--- config.mk ---
export PLATFORM = sky130hd
export DESIGN_NAME = tx_fifo_write_arb_flat
export DESIGN_NICKNAME = d
export VERILOG_FILES = /design/src/rtl/tx_fifo_write_arb_pkg.sv /design/src/rtl/tx_fifo_write_arb_if.sv /design/src/rtl/tx_fifo_write_arb_blk_serializer.sv /design/src/rtl/tx_fifo_write_arb.sv /design/src/flat_wrapper.sv
export SDC_FILE = /design/constraint.sdc
export NUM_CORES = 1
export LEC_CHECK = 0
export ABC_AREA = 1
export CAP_MARGIN = 20
export CORE_MARGIN = 1.5
export CORE_UTILIZATION = 50
export CTS_CLUSTER_DIAMETER = 50
export DETAILED_ROUTE_END_ITERATION = 8
export GPL_TIMING_DRIVEN = 0
export PLACE_DENSITY = 0.81
export SLEW_MARGIN = 10
export SYNTH_ARGS = -nofsm -noshare
export SYNTH_HDL_FRONTEND = slang
export SYNTH_SLANG_ARGS = --single-unit
--- constraint.sdc ---
create_clock -name clk -period 1.67 [get_ports clk]
set_input_delay 0.334 -clock clk [delete_from_list [all_inputs] [get_ports clk]]
set_output_delay 0.334 -clock clk [all_outputs]
set_load 0.05 [all_outputs]
--- src/rtl/tx_fifo_write_arb_pkg.sv ---
// Shared types and reset values for the tx_fifo write-port arbiter.
// The FSM states, the round-robin grant owner and the counter width helper live here.
package tx_arb_pkg;

  typedef enum logic [1:0] {
    IDLE,
    SEND_BLK,
    SEND_STAT
  } state_t;

  typedef enum logic {
    GNT_BLK,
    GNT_STAT
  } grant_t;

  localparam state_t STATE_RST = IDLE;
  // The STAT reset value makes the first tied request go to the block producer.
  localparam grant_t GRANT_RST = GNT_STAT;

  function automatic int cnt_w(input int n);
    return (n > 1) ? $clog2(n) : 1;
  endfunction

endpackage

--- src/rtl/tx_fifo_write_arb_if.sv ---
// Producer and FIFO-side signals of the write arbiter.
// The master modport is the arbiter's view; the slave modport is the producers' and tx_fifo's view.
interface tx_fifo_write_arb_if #(
  parameter int NUM_BYTES = 8,
  parameter int BYTE_W    = 8
);

  logic                          blk_valid;
  logic [NUM_BYTES*BYTE_W-1:0]   blk_data;
  logic                          blk_ready;
  logic                          stat_valid;
  logic [BYTE_W-1:0]             stat_data;
  logic                          stat_ready;
  logic                          fifo_full;
  logic                          write_enable;
  logic [BYTE_W-1:0]             write_data;
  logic                          busy;

  modport master (
    input  blk_valid, blk_data, stat_valid, stat_data, fifo_full,
    output blk_ready, stat_ready, write_enable, write_data, busy
  );

  modport slave (
    output blk_valid, blk_data, stat_valid, stat_data, fifo_full,
    input  blk_ready, stat_ready, write_enable, write_data, busy
  );

endinterface

--- src/rtl/tx_fifo_write_arb_blk_serializer.sv ---
// Holds one DES block and presents it MSB byte first, one byte per shift.
// The FSM drives load/shift; with neither asserted everything holds.
module blk_serializer
  import tx_arb_pkg::*;
#(
  parameter int NUM_BYTES = 8,
  parameter int BYTE_W    = 8
) (
  input  logic                        clk,
  input  logic                        n_rst,
  input  logic                        load,
  input  logic                        shift,
  input  logic [NUM_BYTES*BYTE_W-1:0] load_data,
  output logic [BYTE_W-1:0]           top_byte,
  output logic                        last_byte
);

  localparam int BLK_W = NUM_BYTES * BYTE_W;
  localparam int CNT_W = cnt_w(NUM_BYTES);

  logic [BLK_W-1:0] shift_q, shift_d;
  logic [CNT_W-1:0] byte_cnt_q, byte_cnt_d;

  // NOTE: every signal written in always_comb gets a default first, so no latch is inferred.
  always_comb begin
    shift_d    = shift_q;
    byte_cnt_d = byte_cnt_q;
    if (load) begin
      shift_d    = load_data;
      byte_cnt_d = '0;
    end else if (shift) begin
      shift_d    = shift_q << BYTE_W;
      byte_cnt_d = byte_cnt_q + CNT_W'(1);
    end
  end

  // NOTE: sequential state uses non-blocking assignments so every flop samples pre-edge values.
  always_ff @(posedge clk or negedge n_rst) begin
    if (!n_rst) begin
      shift_q    <= '0;
      byte_cnt_q <= '0;
    end else begin
      shift_q    <= shift_d;
      byte_cnt_q <= byte_cnt_d;
    end
  end

  assign top_byte  = shift_q[BLK_W-1 -: BYTE_W];
  assign last_byte = (byte_cnt_q == CNT_W'(NUM_BYTES - 1));

endmodule

--- src/rtl/tx_fifo_write_arb.sv ---
// Shares the tx_fifo write port between the DES block producer and the status producer.
// Round-robin grants in IDLE; blocks are sent atomically; every send is followed by one dead IDLE cycle.
module tx_fifo_write_arb
  import tx_arb_pkg::*;
#(
  parameter int NUM_BYTES = 8,
  parameter int BYTE_W    = 8
) (
  input logic                     clk,
  input logic                     n_rst,
  tx_fifo_write_arb_if.master     bus
);

  state_t            state_q, state_d;
  grant_t            last_grant_q, last_grant_d;
  logic              cool_q, cool_d;
  logic [BYTE_W-1:0] stat_q, stat_d;

  logic              blk_ready;
  logic              stat_ready;
  logic              write_enable;
  logic              ser_load;
  logic              ser_shift;
  logic              last_byte;
  logic [BYTE_W-1:0] top_byte;

  blk_serializer #(
    .NUM_BYTES (NUM_BYTES),
    .BYTE_W    (BYTE_W)
  ) u_ser (
    .clk       (clk),
    .n_rst     (n_rst),
    .load      (ser_load),
    .shift     (ser_shift),
    .load_data (bus.blk_data),
    .top_byte  (top_byte),
    .last_byte (last_byte)
  );

  always_comb begin
    state_d      = state_q;
    last_grant_d = last_grant_q;
    cool_d       = 1'b0;
    stat_d       = stat_q;
    blk_ready    = 1'b0;
    stat_ready   = 1'b0;
    write_enable = 1'b0;
    ser_load     = 1'b0;
    ser_shift    = 1'b0;

    unique case (state_q)
      IDLE: begin
        // cool_q marks the mandatory grant-free IDLE cycle right after a send.
        if (!cool_q) begin
          if (bus.blk_valid && (!bus.stat_valid || last_grant_q == GNT_STAT)) begin
            blk_ready    = 1'b1;
            ser_load     = 1'b1;
            last_grant_d = GNT_BLK;
            state_d      = SEND_BLK;
          end else if (bus.stat_valid) begin
            stat_ready   = 1'b1;
            stat_d       = bus.stat_data;
            last_grant_d = GNT_STAT;
            state_d      = SEND_STAT;
          end
        end
      end

      SEND_BLK: begin
        write_enable = !bus.fifo_full;
        if (write_enable) begin
          ser_shift = 1'b1;
          if (last_byte) begin
            state_d = IDLE;
            cool_d  = 1'b1;
          end
        end
      end

      SEND_STAT: begin
        write_enable = !bus.fifo_full;
        if (write_enable) begin
          state_d = IDLE;
          cool_d  = 1'b1;
        end
      end

      default: state_d = IDLE;
    endcase
  end

  // NOTE: async reset returns state to IDLE at once, which drops write_enable without waiting for clk.
  always_ff @(posedge clk or negedge n_rst) begin
    if (!n_rst) begin
      state_q      <= STATE_RST;
      last_grant_q <= GRANT_RST;
      cool_q       <= 1'b0;
      stat_q       <= '0;
    end else begin
      state_q      <= state_d;
      last_grant_q <= last_grant_d;
      cool_q       <= cool_d;
      stat_q       <= stat_d;
    end
  end

  assign bus.blk_ready    = blk_ready;
  assign bus.stat_ready   = stat_ready;
  assign bus.write_enable = write_enable;
  assign bus.write_data   = (state_q == SEND_STAT) ? stat_q : top_byte;
  assign bus.busy         = (state_q != IDLE);

endmodule

--- src/flat_wrapper.sv ---
// flat-port wrapper written by rule: the top's interface ports become plain ports
module tx_fifo_write_arb_flat import tx_arb_pkg::*;
#(
  parameter int NUM_BYTES = 8,
  parameter int BYTE_W    = 8
)
  (clk, n_rst, bus_blk_valid, bus_blk_data, bus_stat_valid, bus_stat_data, bus_fifo_full, bus_blk_ready, bus_stat_ready, bus_write_enable, bus_write_data, bus_busy);
  tx_fifo_write_arb_if #(.NUM_BYTES(NUM_BYTES), .BYTE_W(BYTE_W)) bus_i ();
  input logic clk;
  input logic n_rst;
  input wire logic [$bits(bus_i.blk_valid)-1:0] bus_blk_valid;
  input wire logic [$bits(bus_i.blk_data)-1:0] bus_blk_data;
  input wire logic [$bits(bus_i.stat_valid)-1:0] bus_stat_valid;
  input wire logic [$bits(bus_i.stat_data)-1:0] bus_stat_data;
  input wire logic [$bits(bus_i.fifo_full)-1:0] bus_fifo_full;
  output wire logic [$bits(bus_i.blk_ready)-1:0] bus_blk_ready;
  output wire logic [$bits(bus_i.stat_ready)-1:0] bus_stat_ready;
  output wire logic [$bits(bus_i.write_enable)-1:0] bus_write_enable;
  output wire logic [$bits(bus_i.write_data)-1:0] bus_write_data;
  output wire logic [$bits(bus_i.busy)-1:0] bus_busy;
  assign bus_i.blk_valid = bus_blk_valid;
  assign bus_i.blk_data = bus_blk_data;
  assign bus_i.stat_valid = bus_stat_valid;
  assign bus_i.stat_data = bus_stat_data;
  assign bus_i.fifo_full = bus_fifo_full;
  assign bus_blk_ready = bus_i.blk_ready;
  assign bus_stat_ready = bus_i.stat_ready;
  assign bus_write_enable = bus_i.write_enable;
  assign bus_write_data = bus_i.write_data;
  assign bus_busy = bus_i.busy;
  tx_fifo_write_arb #(.NUM_BYTES(NUM_BYTES), .BYTE_W(BYTE_W)) u_core (.clk(clk), .n_rst(n_rst), .bus(bus_i));
endmodule
**Word level (Yosys, flattened, before mapping)**

Index checks and enable logic that the tools add are counted.

- Input port bits: 77
- Bits in writable memories: 0
- Word-level logic and storage cells: 56
- Output and inout port bits: 12
- Latch bits: 0
- Register bits after elaboration: 79
- Memory bits (read-only): 0
- Memories kept: 0

- Reductions and logical operators: 12
- Div/mod/pow operators: 0
- Multipliers: 0
- Shifts and indexed selects: 0
- Bitwise logic cells: 2
- Add/sub/neg operators: 1
- Equal/unequal tests: 8
- $lt $le $gt $ge: 0
- Multiplexer cells: 27

Operators by type and width:

| kind | number |
|---|---|
| $mux W64 | 2 |
| $mux W1 | 14 |
| $mux W2 | 6 |
| $mux W8 | 1 |
| $mux W3 | 2 |
| $ne A2 B2 Y1 const B | 3 |
| $pmux W2 S3 | 1 |
| $reduce_bool A2 Y1 | 3 |
| $reduce_and A5 Y1 | 1 |
| $reduce_and A4 Y1 | 1 |
| $add A3 B1 Y3 const B | 1 |
| $eq A3 B3 Y1 const B | 1 |
| $ne A3 B2 Y1 const B | 1 |
| $reduce_and A3 Y1 | 1 |
| $eq A2 B1 Y1 const B | 1 |
| $eq A2 B2 Y1 const B | 1 |
| $logic_not A1 Y1 | 2 |
| $logic_not A2 Y1 | 1 |
| $ne A2 B1 Y1 const B | 1 |
| $not A1 Y1 | 2 |
| $pmux W1 S2 | 1 |
| $reduce_or A2 Y1 | 1 |
| $logic_and A1 B1 Y1 | 1 |
| $logic_or A1 B1 Y1 | 1 |

**Longest topological paths before layout**

Gate-level depths: netlist (run 1).

- Depth in word-level cells: 7
- Mapped depth: 11
- Gate-level depth less buffers: 9

**Hierarchy**

A second synthesis (run 1) with hierarchy kept.

- Cell total of the unflattened synthesis: 467
- Area, all modules: 3769.9 um2

By module, submodules not included:

| module | cells each | area an instance (um2) | times used | sequential area each (um2) |
|---|---|---|---|---|
| blk_serializer | 363 | 3059.2 | 1 | 1676.6 |
| tx_fifo_write_arb | 104 | 710.7 | 1 | 301.5 |

**Worst setup path before layout (run 1)**

Ideal clock, no wire load.

- Kind: flip-flop to output port
- Start point: register u_core.state_q[0]
- End point: output bus_stat_ready
- Path slack: -427 ps
- Buffers on the path: 0
- Data required time: 1336 ps
- Stages on the path, launching flop included: 7
- Data arrival time: 1763 ps
- Cells stage by stage: dfrtp_1 -> inv_1 -> ha_1 -> inv_1 -> nor2_2 -> nand2_2 -> inv_1

- Word-level cells in the longest chain between the ends: 2

RTL lines:

| item | RTL line | source |
|---|---|---|
| start, declared | tx_fifo_write_arb.sv:14 | `state_t state_q, state_d;` |
| start signal, assigned | tx_fifo_write_arb.sv:100 | `state_q <= state_d;` |
| $logic_not A2 Y1 | tx_fifo_write_arb.sv:51 | `unique case (state_q)` |
| $mux W1 | tx_fifo_write_arb.sv:51 |  |
| end, declared | flat_wrapper.sv:17 | `output wire logic [$bits(bus_i.stat_ready)-1:0] bus_stat_ready;` |

No other way between the ends.

**Final worst setup path (run 1)**

- Start point: register u_core.state_q[0]
- End point: output bus_write_data[7]

- Word-level cells in the longest chain between the ends: 2

RTL lines:

| item | RTL line | source |
|---|---|---|
| $eq A2 B2 Y1 | tx_fifo_write_arb.sv:110 | `assign bus.write_data = (state_q == SEND_STAT) ? stat_q : top_byte;` |
| $mux W8 | tx_fifo_write_arb.sv:110 |  |
| end, declared | flat_wrapper.sv:19 | `output wire logic [$bits(bus_i.write_data)-1:0] bus_write_data;` |

No other way between the ends.

==> flow_summary.yaml, run 1 <==
timing:
  slew_headroom: 0.695
  finalSetupViolations: 24
  final-hold-violation-count: 0
  tightestPinTransition_ps: 458
  rsz0062_at_grt: "yes"
  skew_ps: 10.2
  period_share: 1.13
  max_freq_ghz: 0.529
  fin_ws_ps: -220
  fin_crit_ps: 1890
  fin_hold_ws_ps: 474
  maxSlewViolCount: 0
  tns_ps: -2250
drt:
  num_vias: 4236
  ant_nets: 0
  post_drt_wl_per_cell_um: 13.8
  drt-pass1-iter-count: 5
  drt_iter0_markers: 218
  drc: 0
  viasPerCell: 5.26
  finalWirelength_mm: 11.1
worst_hold_path:
  min_path_type: "flip-flop to flip-flop"
die:
  core_sq_mm: 0.00822
  die_w_um: 95.2
  die_y_um: 95.2
  rows: 33
  die-area_sq_mm: 0.00906
  start_util: 0.517
  pin_count: 89
setup_path:
  worst-path-buf-inv: 4
  endpoint_kind: "output pin"
  crit_fanout: 10
  worst-setup-path-type: "flip-flop to output pin"
  cp.arrival_ps: 1560
  start_kind: "flip-flop"
  max_stage_delay_ps: 410
  required_ps: 1340
  cp_cell_sequence: "inv_2 -> ha_1 -> buf_6 -> clkinv_8 -> nand2_1 -> nand2_1 -> buf_6"
  critPathSlowestCell: "dfrtp_1"
  path_delay_family: "buffers and inverters"
clock_network:
  cts_buffers: 9
  clockBufferDepth: 2
  cts_tree: "built"
  insertion_delay_ps: 340
  cts_sinks: 79
  cts-root-buf: "clkbuf_8"
  cts-htree-levels: 3
  path_clk_slew_ps: 80
placement:
  io_buffers: 88
  place_inst: 776
  gp_congestion: 0.848
  dp_hpwl_mm: 7.68
  dp_slack_ps: -1070
synthesis:
  netlist_area_sq_mm: 0.00425
  yosysTopAreaCellShare: 0.459
  ys_ff_latch: 79
  yosys.area.top_type: "dfrtp_1"
  syn_area_per_cell_sq_um: 7.30
  syn-num-nets: 664
  synth.area.top_cells: "dfrtp_1 46%, nand3_1 22%, nand2_1 12%"
  syn_inst: 582
  yosys_warnings: 0
  seq_area_frac_synth: 0.466
  yosysUniqueCellTypes: 21
job:
  drv_cap: 0
global_route:
  grt_max_degree: 49
  first_global_vias: 3982
  gr-total-overflow: 0
  track_usage: 0.255
  antenna_found_initial: 0
  grt_first_pass_wirelength_mm: 18.1
final_layout:
  fin_cells: 806
  post-route-util: 0.716
  diodes: 0
  layout.nets: 778
  drive_gt1_frac: 0.154
  syn_to_final_growth_pct: 38.5
pwr:
  peakVddDrop_uv: 753
  p_per_area_mw_per_mm2: 1670
  cellLeakagePower_uw: 0.00293
outcome:
  status: "complete, but fails checks"
  violations: "setup timing"
[per-stage QoR]
stage	area [sq um]	power, uW
after floorplan	4280	6290
after global placement	5290	7420
after detailed placement	5320	7590
after CTS	5700	9520
after global routing	5890	10500
final	5890	9810
[power breakdown]
group          internal [uW]  total (uW)  switching [uW]
Sequential              2810        3310             501
Combinational           1980        4900            2920
Clock                    924        1590             670
[cells in the mapped netlist]
master    number
dfrtp_1       78
clkinv_1       1
nand4_1        1
nand3_1      184
clkbuf_1      15
nand2_2        3
nor2_2         2
buf_1          1
inv_1         66
inv_2          4
dfstp_2        1
nand4_2        1
buf_2         17
nor2_4         1
nand2_1      133
nor2_1        57
ha_1           5
o21ai_0        3
buf_6          6
a21oi_1        2
xnor2_1        1
[worst min-delay path, delay by kind of cell (launching register included)]
kind / cells / cell delay [ps]
DFF: 1 / 350
and+or+nand+nor: 2 / 100
[repair_timing]
item                       4_1_cts  5_1_grt
resized for setup              114       58
hold buffers                     1        0
cloned                           0        1
pin swaps                        5        6
setup buffers                    8        4
setup endpoints to repair       72       78
hold endpoints to repair        31        0
[flip-flops by register name, indices dropped and copies added, names as in the netlist]
signal	flops
u_core.cool_q	1
u_core.last_grant_q	1
u_core.stat_q	8
u_core.state_q	2
u_core.u_ser.byte_cnt_q	3
u_core.u_ser.shift_q	64
[final timing paths]
check	cells after the start	to	from	slack [ps]
max	7	bus_write_data[7]	u_core.state_q[0]	-220
max in group asynchronous	3	u_core.last_grant_q	n_rst	550
min	2	u_core.stat_q[1]	u_core.stat_q[1]	470
max reg2reg	9	u_core.u_ser.shift_q[45]	u_core.state_q[0]	-60
min in group asynchronous	2	u_core.u_ser.shift_q[4]	n_rst	480
min reg2reg	2	u_core.stat_q[1]	u_core.stat_q[1]	470
[layout by cell type, fill, tap and decap left out, types with 2 or more instances in the layout]
cell type and instances:
buf_6 22, buf_8 4, o21ai_0 2, ha_1 3, inv_2 5, nand2_4 2
clkbuf_8 11, nor2_2 6, buf_2 5, a21oi_1 2, bufinv_16 2, nand2_1 132
clkbuf_2 9, clkdlybuf4s50_1 75, dfrtp_1 78, nand2_2 2, nand3_2 4, buf_4 19
inv_1 61, clkinvlp_4 2, nor2_4 2, ha_4 2, nor2_1 52, clkbuf_1 3
nand3_1 180, clkbuf_4 2, clkinv_8 2
[logic make-up (layout without fill, tap and decap cells)]
family | count (synthesis) | in the layout | share of synthesized area
buffers and inverters | 110 | 229 | 0.113
XOR/XNOR | 1 | 1 | 0.00206
flip-flops | 79 | 79 | 0.466
AO/OA/AOI/OAI | 5 | 5 | 0.00589
AND/OR/NAND/NOR | 382 | 382 | 0.399
adder cells (fa/ha/maj) | 5 | 5 | 0.0147
[layer usage]
layer | vias to the layer above | part of all wire | track usage
met2 | 124 | 0.53 | 0.447
met5 | - | 0 | 0
met1 | 2016 | 0.42 | 0.327
met3 | 13 | 0.044 | 0.0311
li1 | 2083 | - | -
met4 | 0 | 0.012 | 0.0784
[final cells by class]
cell class / count / area, sq um
multi-input cells: 393 / 1880
repair buffers: 103 / 1060
fillers: 621 / 2330
inverters: 71 / 302
flip-flops and latches: 79 / 1980
clock inverters: 3 / 65.1
plain buffers: 39 / 314
clock buffers: 13 / 159
well taps: 105 / 131
Power figures use the tool's default switching activity.
==> inputs of run 2 (changes only) <==
==> constraint.sdc (replaced) <==
create_clock -name clk -period 1.67 [get_ports clk]
set_input_delay 0.334 -clock clk [delete_from_list [all_inputs] [get_ports clk]]
set_output_delay 0.334 -clock clk [all_outputs]
set_load 0.02 [all_outputs]
==> run 2 against run 1 <==
The run still ends with setup timing left. Cell count rose by 0.50%. Critical path depth fell by 1. Core utilization rose by 1.1 points. Non-clock buffer count rose by 5. Total power fell by 4.7%. Worst setup slack improved by 98 ps. Maximum frequency rose by 5.5%. Design area rose by 1.5%. Via count rose by 2.5%. Highest routed layer unchanged.
==> flow_summary.yaml, run 2 (same netlist as run 1, synthesis figures left out) <==
setup_path:
  start_kind: "flip-flop"
  endpoint_kind: "output pin"
  crit_fanout: 3
  reg2reg_depth: 11
  r2r_setup_slack_ps: 20
  timing.rr.start: "u_core.state_q[1]"
  required_ps: 1340
  r2r_end: "u_core.u_ser.shift_q[47]"
  worst-setup-path-type: "flip-flop to output pin"
  cp.arrival_ps: 1460
timing:
  skew_ps: 7.88
  final-hold-violation-count: 0
  max_freq_ghz: 0.558
  fin_ws_ps: -122
  maxSlewViolCount: 0
  finalSetupViolations: 10
  fin_hold_ws_ps: 396
  fin_crit_ps: 1790
  slew_headroom: 0.619
  period_share: 1.07
  tightestPinTransition_ps: 572
  rsz0062_at_grt: "yes"
drt:
  viasPerCell: 5.36
  drt_iter0_markers: 249
  num_vias: 4340
  post_drt_wl_per_cell_um: 14.3
  drt-pass1-iter-count: 5
  drc: 0
  ant_nets: 0
  finalWirelength_mm: 11.6
global_route:
  met1_usage: 0.327
  grt_first_pass_wirelength_mm: 18.2
  antenna_found_initial: 0
  met2_usage: 0.452
  first_global_vias: 4076
  grt_max_degree: 65
  busiest_layer: "met2"
  track_usage: 0.260
  gr-total-overflow: 0
  grt_use_met3: 0.0335
placement:
  io_buffers: 88
  gp_congestion: 0.810
  dp_hpwl_mm: 7.56
pwr:
  cellLeakagePower_uw: 0.00293
  p_per_area_mw_per_mm2: 1560
  peakVddDrop_uv: 736
final_layout:
  diodes: 0
  post-route-util: 0.727
  layout.nets: 783
  layout_commonest_cell: "nand3_1"
  top_register: "u_core.u_ser.shift_q"
  mostFrequentLayoutCells: "178 x nand3_1, 116 x nand2_1, 78 x dfrtp_1"
  drive_gt1_frac: 0.197
  largestRegisters: "u_core.u_ser.shift_q x64, u_core.stat_q x8, u_core.u_ser.byte_cnt_q x3"
  syn_to_final_growth_pct: 40.7
  largest_register_ffs: 64
die:
  pin_count: 89
  rows: 33
  die_w_um: 95.2
  core_sq_mm: 0.00822
  start_util: 0.517
  die_y_um: 95.2
  die-area_sq_mm: 0.00906
clock_network:
  clockBufferDepth: 2
  path_clk_slew_ps: 70
  cts_tree: "built"
  cts-htree-levels: 3
  cts_sinks: 79
  insertion_delay_ps: 350
  cts_buffers: 9
  cts-root-buf: "clkbuf_8"
outcome:
  violations: "setup timing"
  status: "complete, but fails checks"
job:
  drv_cap: 0
worst_hold_path:
  min_path_type: "input pin to async pin"
-- run 2: cell count changes in the layout (fill, tap and decap cells not counted), sizes merged --
cell and delta:
buf +9, clkbuf -3, inv +3, bufinv -2, clkinvlp -2, clkdlybuf4s50 -1
clkinv -1, dlygate4sd2 +1
-- run 2: metal layers --
metal	vias to the layer above	wire length, um
li1	2090	-
met1	2049	4740
met2	176	5820
met3	25	779
met4	0	258
met5	-	0
-- run 2: critical path: stages (launching register included) --
cell and delay, ps:
dfrtp_1 440, inv_2 110, ha_4 170, nand4_4 90
buf_6 160, inv_8 50, buf_6 100
-- run 2: worst max-delay path by stage --
stage,startpoint,to,slack [ps],depth (start not counted)
final,u_core.state_q[1],bus_blk_ready,-120,6
after global routing,u_core.state_q[0],bus_write_data[6],-200,6
after CTS,u_core.state_q[1],bus_blk_ready,-130,6
after detailed placement,bus_blk_valid,bus_stat_ready,-890,6
after global placement,n_rst,u_core.u_ser.shift_q[48],-2460,1
after floorplan,u_core.state_q[0],bus_stat_ready,5,6
-- run 2: through the flow --
| step | power [uW] | area [sq um] | std cells | setup WS [ps] | TNS, ps |
|---|---|---|---|---|---|
| 4_1_cts | 8970 | 5790 | 806 | -131 | -1080 |
| 2_1_floorplan | 5830 | 4250 | 582 | 5.20 | 0 |
| 5_1_grt | 10000 | 5980 | 810 | -197 | -2850 |
| 6_report | 9350 | 5980 | 810 | -122 | -909 |
| 3_3_place_gp | 6950 | 5270 | 775 | -2460 | -212280 |
| 3_5_place_dp | 7130 | 5290 | 776 | -894 | -20820 |
-- run 2: timing repair --
action,CTS,global route
gates resized for setup,142,61
hold buffers,1,0
setup buffers,13,3
cloned,1,2
pin swaps,15,26
endpoints found under the setup margin,76,78
endpoints found under the hold margin,14,0
-- run 2: power breakdown --
group          leakage, uW  internal [uW]  total, uW  switching, uW
Clock            0.0000805            574       1230            656
Combinational      0.00186           2100       4760           2660
Sequential        0.000986           2810       3350            540
-- run 2: layout make-up --
class / count / area [sq um]
Sequential cell: 79 / 1980
Buffer: 38 / 352
Fill cell: 623 / 2240
Clock inverter: 1 / 5.00
Inverter: 71 / 292
Timing Repair Buffer: 109 / 1090
Tap cell: 105 / 131
Multi-Input combinational cell: 393 / 1980
Clock buffer: 14 / 153
==> inputs of run 3 (changes only) <==
TNS_END_PERCENT = 20   (was unset)
==> run 3 against run 2 <==
The run still ends with setup timing left. First-iteration DRC count decreased by 0.80%. Largest cell class is now flip-flops and latches. Non-clock buffer count is 1 lower. Clock skew decreased by 2.6 ps. Cell count decreased by 0.12%. Core utilization shrank 0.87 points. Combinational power shrank 2%. Register-to-register slack is essentially flat. Die area unchanged. Clock power is essentially flat.
==> flow_summary.yaml, run 3 (same netlist as run 1, synthesis figures left out) <==
outcome:
  status: "complete, but fails checks"
  violations: "setup timing"
drt:
  drt-pass1-iter-count: 5
  ant_nets: 0
  post_drt_wl_per_cell_um: 14.4
  viasPerCell: 5.35
  num_vias: 4332
  drc: 0
  finalWirelength_mm: 11.6
  drt_iter0_markers: 247
final_layout:
  syn_to_final_growth_pct: 39.0
  layout.nets: 782
  diodes: 0
  fin_area_sq_mm: 0.00591
  drive_gt1_frac: 0.183
  largestRegisters: "u_core.u_ser.shift_q x64, u_core.stat_q x8, u_core.u_ser.byte_cnt_q x3"
  layout_commonest_cell: "nand3_1"
  top_register: "u_core.u_ser.shift_q"
  n_fill_cell: 641
  largest_register_ffs: 64
  mostFrequentLayoutCells: "180 x nand3_1, 116 x nand2_1, 78 x dfrtp_1"
setup_path:
  r2r_setup_slack_ps: 30
  start_kind: "flip-flop"
  worst-setup-path-type: "flip-flop to output pin"
  cp_cell_sequence: "inv_2 -> ha_4 -> nand4_4 -> buf_6 -> inv_8 -> buf_6"
  worst-path-buf-inv: 4
  cp.arrival_ps: 1460
  endpoint_kind: "output pin"
  max_stage_delay_ps: 440
  critPathSlowestCell: "dfrtp_1"
  path_delay_family: "flip-flops"
  reg2reg_depth: 11
  crit_fanout: 3
  r2r_end: "u_core.u_ser.shift_q[47]"
  required_ps: 1340
  timing.rr.start: "u_core.state_q[1]"
  critPathMostFrequentCell: "buf_6"
global_route:
  antenna_found_initial: 0
  first_global_vias: 4077
  gr-total-overflow: 0
  grt_max_degree: 65
  grt_use_met3: 0.0335
  met1_usage: 0.327
  busiest_layer: "met2"
  met2_usage: 0.452
  track_usage: 0.260
  grt_first_pass_wirelength_mm: 18.2
pwr:
  internal_power_uw: 5420
  peakVddDrop_uv: 739
  switchingPower_uw: 3830
  clock_power_share: 0.133
  p_seq_frac: 0.363
  cellLeakagePower_uw: 0.00291
  power_uw: 9240
  pwr-share-comb: 0.504
  netSwitchingFraction: 0.414
  p_per_area_mw_per_mm2: 1560
timing:
  max_freq_ghz: 0.558
  fin_ws_ps: -122
  final-hold-violation-count: 0
  skew_ps: 5.29
  slew_headroom: 0.615
  finalSetupViolations: 10
  period_share: 1.07
  fin_crit_ps: 1790
  rsz0062_at_grt: "yes"
  tightestPinTransition_ps: 577
  maxSlewViolCount: 0
placement:
  postPlaceCellArea_sq_mm: 0.00529
  dp_hpwl_mm: 7.56
  gp_congestion: 0.810
  io_buffers: 88
clock_network:
  cts_sinks: 79
  insertion_delay_ps: 340
  cts_tree: "built"
  clockBufferDepth: 2
  cts-htree-levels: 3
  cts_buffers: 9
  cts-root-buf: "clkbuf_8"
  path_clk_slew_ps: 70
die:
  rows: 33
  die_w_um: 95.2
  die_y_um: 95.2
  core_sq_mm: 0.00822
  start_util: 0.517
  pin_count: 89
  die-area_sq_mm: 0.00906
job:
  drv_cap: 0
worst_hold_path:
  min_path_type: "input pin to async pin"
run 3: cell count changes in the layout (fill, tap and decap cells not counted):
cell | previous run | this run
buf_6 | 16 | 21
buf_4 | 21 | 18
nand3_2 | 6 | 4
buf_2 | 10 | 14
clkbuf_4 | 2 | 1
nor2_1 | 39 | 45
nand3_1 | 178 | 180
buf_8 | 13 | 6
clkbuf_2 | 1 | 0
nor2_2 | 18 | 12
clkbuf_8 | 10 | 11
clkbuf_1 | 9 | 10
run 3: area by class of cell:
type,instances,area [sq um],area share
buffer,38,317,0.0536
clock buffer,14,153,0.0258
clock inverter,1,5.00,0.000847
inverter,71,292,0.0494
multi-input combinational,393,1960,0.331
sequential,79,1980,0.335
tap,105,131,0.0222
timing repair buffer,108,1070,0.182
run 3: metrics by stage:
step           worst slack [ps]  hold WS, ps  TNS, ps  utilization  instances
3_5_place_dp               -894          221   -20820        0.644        776
6_report                   -122          398     -930        0.719        809
2_1_floorplan              5.20         38.4        0            -        582
3_3_place_gp              -2460          457  -212280        0.641        775
4_1_cts                    -131          395    -1080        0.703        805
5_1_grt                    -190          408    -3280        0.719        809
run 3: worst reg2reg max path, delay by kind of cell (launching register included):
kind	cells	cell delay [ps]
fa+ha+maj	1	130
buf+inv	6	620
flops	1	440
simple gates	4	390
run 3: timing repair:
| item | in CTS | in global routing |
|---|---|---|
| hold buffers | 1 | 0 |
| hold endpoints to repair | 14 | 0 |
| pin swaps | 15 | 22 |
| resized for setup | 139 | 39 |
| cloned | 0 | 2 |
| setup endpoints to repair | 76 | 78 |
| buffers inserted | 13 | 3 |
run 3: worst max path at each step:
stage / startpoint / endpoint / slack [ps] / cells after the start
after floorplan: u_core.state_q[0] / bus_stat_ready / 5 / 6
final: u_core.state_q[1] / bus_blk_ready / -120 / 6
after detailed placement: bus_blk_valid / bus_stat_ready / -890 / 6
after global routing: u_core.state_q[0] / bus_write_data[6] / -190 / 6
after CTS: u_core.state_q[1] / bus_blk_ready / -130 / 6
after global placement: n_rst / u_core.u_ser.shift_q[48] / -2460 / 1
run 3: routing by layer:
| layer | vias up | routed length (um) | share of wire |
|---|---|---|---|
| met5 | - | 0 | 0 |
| met4 | 0 | 221 | 0.019 |
| met3 | 21 | 834 | 0.072 |
| met2 | 184 | 5850 | 0.50 |
| met1 | 2048 | 4720 | 0.41 |
| li1 | 2079 | - | - |
run 3: power by group through the flow:
stage	sequential, uW	clock (uW)	combinational [uW]
after floorplan	3180	0	2650
after global placement	3280	0	3680
after detailed placement	3330	0	3800
after CTS	3310	1240	4400
after global routing	3440	1340	5140
final	3350	1230	4660
